## src/rtl/hilo_acc_unit.sv

```systemverilog
// HI/LO special-register unit: direct MTHI/MTLO/result writes plus a
// two-cycle pipelined multiply-accumulate on the concatenated {HI,LO} value.
module hilo_acc_unit #(
  parameter int DATA_W = 32,
  parameter bit FWD_EN = 1'b1
) (
  input  logic                  clk,
  input  logic                  rst,
  input  logic                  stall,
  input  logic                  flush,
  input  logic [2:0]            op,
  input  logic [DATA_W-1:0]     hi_in,
  input  logic [DATA_W-1:0]     lo_in,
  input  logic [2*DATA_W-1:0]   prod,
  output logic [DATA_W-1:0]     hi_out,
  output logic [DATA_W-1:0]     lo_out,
  output logic                  busy
);

  localparam int ACC_W = 2 * DATA_W;

  logic [DATA_W-1:0] hi_q, hi_d;
  logic [DATA_W-1:0] lo_q, lo_d;
  logic              pend_v_q, pend_v_d;
  logic              pend_sub_q, pend_sub_d;
  logic [ACC_W-1:0]  pend_prod_q, pend_prod_d;
  logic [ACC_W-1:0]  acc;

  // Commit value of the pending accumulate; wraps modulo 2^ACC_W.
  always_comb begin
    if (pend_sub_q) acc = {hi_q, lo_q} - pend_prod_q;
    else            acc = {hi_q, lo_q} + pend_prod_q;
  end

  always_comb begin
    hi_d        = hi_q;
    lo_d        = lo_q;
    pend_v_d    = pend_v_q;
    pend_sub_d  = pend_sub_q;
    pend_prod_d = pend_prod_q;
    if (rst) begin
      hi_d        = '0;
      lo_d        = '0;
      pend_v_d    = 1'b0;
      pend_sub_d  = 1'b0;
      pend_prod_d = '0;
    end else if (flush) begin
      pend_v_d = 1'b0;
    end else if (!stall) begin
      if (pend_v_q) begin
        hi_d = acc[ACC_W-1:DATA_W];
        lo_d = acc[DATA_W-1:0];
      end
      pend_v_d = 1'b0;
      // A direct write is younger than the committing accumulate, so it wins
      // only on the half it selects.
      case (op)
        3'b001: hi_d = hi_in;
        3'b010: lo_d = lo_in;
        3'b011: begin
          hi_d = hi_in;
          lo_d = lo_in;
        end
        3'b100, 3'b101: begin
          pend_v_d    = 1'b1;
          pend_sub_d  = op[0];
          pend_prod_d = prod;
        end
        default: ;
      endcase
    end
  end

  always_ff @(posedge clk) begin
    hi_q        <= hi_d;
    lo_q        <= lo_d;
    pend_v_q    <= pend_v_d;
    pend_sub_q  <= pend_sub_d;
    pend_prod_q <= pend_prod_d;
  end

  assign busy = pend_v_q;

  generate
    if (FWD_EN) begin : g_fwd
      assign hi_out = pend_v_q ? acc[ACC_W-1:DATA_W] : hi_q;
      assign lo_out = pend_v_q ? acc[DATA_W-1:0]     : lo_q;
    end else begin : g_no_fwd
      assign hi_out = hi_q;
      assign lo_out = lo_q;
    end
  endgenerate

endmodule

```

## config.mk

```make
export PLATFORM = sky130hd
export DESIGN_NAME = hilo_acc_unit
export DESIGN_NICKNAME = d
export VERILOG_FILES = /design/src/rtl/hilo_acc_unit.sv
export SDC_FILE = /design/constraint.sdc
export NUM_CORES = 1
export LEC_CHECK = 0
export CAP_MARGIN = 15
export CELL_PAD_IN_SITES_DETAIL_PLACEMENT = 0
export CELL_PAD_IN_SITES_GLOBAL_PLACEMENT = 1
export CORE_ASPECT_RATIO = 0.9
export CORE_MARGIN = 1
export CORE_UTILIZATION = 39
export CTS_CLUSTER_DIAMETER = 50
export DETAILED_ROUTE_END_ITERATION = 10
export GPL_ROUTABILITY_DRIVEN = 0
export PLACE_DENSITY_LB_ADDON = 0.1
export SYNTH_ARGS = -nofsm -noshare
export SYNTH_HDL_FRONTEND = slang
export SYNTH_SLANG_ARGS = --single-unit
```

## constraint.sdc

```tcl
create_clock -name clk -period 6.8 [get_ports clk]
set_input_delay 1.02 -clock clk [delete_from_list [all_inputs] [get_ports clk]]
set_output_delay 1.02 -clock clk [all_outputs]
set_load 0.05 [all_outputs]
```

==> flow_summary.ini <==
[synth]
syn-num-nets = 1754
ys_async_sr_fraction_pct = 0
yosysSeqAreaShare_pct = 23.1
synth_area_mm2 = 0.0113
synth_top_family_by_area = compound AO/OA/AOI/OAI gates
synthCells = 1554
yosysWarningCount = 0
synth_area_per_cell_um2 = 7.26
dominantRegCellSynth = dfxtp_1
ys_types = 80
synth_xor_area_share_pct = 9.39
ys_ff_latch = 130
synthMuxAreaShare_pct = 4.46
synth_edf_count = 0
synth-compound-area-share_pct = 27.6
synth_simple_gate_area_share_pct = 23.4
yosys.area_share.adder_pct = 7.28

[global_route]
grt_max_degree = 91
grt_util_all_layers_pct = 26.8
grt_pass1_vias = 10860
antenna_found_initial = 0
grt_first_pass_wirelength_um = 61600
grt_overflow_total = 0

[run]
cap_violations = 0

[sta]
maxSlewViolCount = 0
worstMarginPinSlew_ns = 1.03
max_slew_margin_pct = 31.3
tns_ns = 0
finalSetupViolCount = 0
period_share_pct = 96.2
fmax_mhz = 153
hold_viol = 0
setup_ws_ns = 0.258
rsz0062_at_grt = no
fin_skew_ns = 0.0182
period_needed_ns = 6.54

[power_and_ir_drop]
power.leakage_nw = 5.62
switchingPower_mw = 1.26
p_seq_share_pct = 26.5
powerDensity_mw_per_mm2 = 218
clkPwrFrac_pct = 30.5
ir_drop_mv = 0.174
sw_frac_of_total_pct = 40.7
intPower_mw = 1.83
total_power_mw = 3.09
p_comb_share_pct = 43.0

[route]
firstDrtPassIters = 5
drtIter0Drc = 1012
ant_nets = 0
wl_um = 40400
wl_per_cell_um = 19.6
drc = 0
vias_per_cell = 5.75
vias = 11852

[worst_setup_path]
startpoint_type = flip-flop
startpoint = pend_prod_q[14]
cp-end-kind = output pin
critPathRequiredTime_ns = 5.78
critPathKind = flip-flop to output pin
crit_arrival_ns = 5.52
r2r-start = pend_prod_q[14]
crit_fanout = 6

[floorplan]
die_w_um = 181
dieArea_mm2 = 0.0296
initial_core_util_pct = 40.0
ioPinCount = 200
rows = 58
die_h_um = 163
fp.coreArea_mm2 = 0.0282

[clock_network]
cts_buffers = 17
root_buffer = clkbuf_16
cts.path.max_buffers = 2
cts_sinks = 130
h-tree-depth = 4
path_clk_slew_ns = 0.06
clk_latency_ns = 0.44
cts_tree = built

[place]
portBuffers = 199
place_ws_ns = 0.324
dp.cells = 2024
dp_hpwl_um = 31200

[final_layout]
fillers = 2870
final_cells = 2061
syn2layout_area_growth_pct = 25.4
final_nets = 1887
final_common_cell = nand2_1
mostFrequentLayoutCells = 247 x nand2_1, 216 x a21oi_1, 175 x clkdlybuf4s50_1, 128 x dfxtp_1, 116 x nor2_1
postLayoutCoreUtil_pct = 50.2
drive_gt1_share_pct = 8.47

[hold_path]
hp-start = lo_q[13]
hold_path_class = flip-flop to flip-flop

[status]
status = finished, final reports clean
path summary, 6_finish.rpt:
check                                  end  slack, ns  cells past startpoint
worst max-delay path            hi_out[16]       0.26                     19
worst max register to register    hi_q[31]       1.71                     19
worst min-delay path              lo_q[13]       0.48                      2
worst min register to register    lo_q[13]       0.48                      2
state kept, by name, indices dropped and copies added (netlist names):
name	cells
pend_prod_q	64
busy	1
hi_q	32
pend_sub_q	1
lo_q	32
layout make-up:
class | instances | area [um2] | area share (%)
multi-input cells | 1285 | 8250 | 58.4
flip-flops and latches | 130 | 2610 | 18.4
repair buffers | 216 | 2110 | 14.9
well taps | 360 | 450 | 3.19
clock buffers | 18 | 429 | 3.04
clock inverters | 14 | 146 | 1.04
inverters | 37 | 139 | 0.982
diodes | 1 | 2.50 | 0.0177
metal layers:
metal | GRT usage (%) | vias to the layer above | wire length (um)
li1 | - | 5837 | -
met5 | 0 | - | 0
met1 | 42.3 | 5556 | 20900
met3 | 4.82 | 35 | 3010
met2 | 37.0 | 424 | 16000
met4 | 5.08 | 0 | 454
what timing repair did:
| action | CTS | global route |
|---|---|---|
| endpoints found under the hold margin | 0 | 0 |
| pin swaps | 1 | 2 |
| hold buffers | 0 | 0 |
| gates resized for setup | 4 | 34 |
| endpoints found under the setup margin | 10 | 24 |
| setup buffers | 2 | 2 |
kinds of logic after synthesis:
logic type               count (synthesis)
XOR/XNOR                               120
multiplexers                            45
adder cells (fa/ha/maj)                 65
AND/OR/NAND/NOR                        562
AO/OA/AOI/OAI                          493
flip-flops                             130
buffers and inverters                  139
worst max-delay path: stages (launching register included):
cell and delay [ns]:
dfxtp_1 0.35, or4_4 0.59, nor4_4 0.19, and3_4 0.25, nand2b_2 0.12, nor2_4 0.16
and2_1 0.16, a21oi_1 0.08, xnor2_1 0.25, ha_1 0.35, a21oi_1 0.21, o21bai_1 0.11
a21o_1 0.19, a2111oi_0 0.39, o21bai_1 0.20, a31oi_1 0.19, o21ai_1 0.13, xor2_1 0.15
mux2_2 0.30, clkdlybuf4s50_1 0.71
power groups by stage:
stage          Clock, mW  Combinational (mW)  Sequential, mW
4_1_cts            0.962                1.29           0.817
3_5_place_dp           0                1.29           0.834
2_1_floorplan          0               0.925           0.820
5_1_grt            0.987                1.43           0.822
6_report           0.943                1.33           0.818
3_3_place_gp           0                1.29           0.834
through the flow:
stage | hold WS (ns) | instance area [um2]
CTS | 0.481 | 14000
floorplan | 0.447 | 11300
global placement | 0.463 | 13400
global route | 0.501 | 14100
finish | 0.478 | 14100
detailed placement | 0.471 | 13400
synthesized netlist by cell type (10+ instances only):
| cell | instances | area share [%] |
|---|---|---|
| a211oi_1 | 13 | 0.87 |
| a21o_1 | 45 | 3.0 |
| a21oi_1 | 216 | 9.6 |
| a31oi_1 | 25 | 1.4 |
| and2_1 | 11 | 0.61 |
| and3_1 | 12 | 0.67 |
| buf_1 | 11 | 0.37 |
| buf_2 | 10 | 0.44 |
| clkbuf_1 | 81 | 2.7 |
| dfxtp_1 | 130 | 23 |
| ha_1 | 64 | 7.1 |
| inv_1 | 37 | 1.2 |
| mux2_2 | 42 | 4.2 |
| nand2_1 | 248 | 8.3 |
| nand2b_1 | 36 | 2.0 |
| nand3_1 | 15 | 0.67 |
| nand4_1 | 20 | 1.1 |
| nor2_1 | 119 | 4.0 |
| nor2b_1 | 14 | 0.78 |
| nor3_1 | 21 | 0.93 |
| nor4_1 | 18 | 1.0 |
| o211ai_1 | 32 | 2.1 |
| o21ai_0 | 29 | 1.3 |
| o21ai_1 | 32 | 1.4 |
| o21bai_1 | 11 | 0.73 |
| xnor2_1 | 96 | 7.5 |
| xor2_1 | 23 | 1.8 |
No activity file was read; power rests on OpenSTA's default activity.
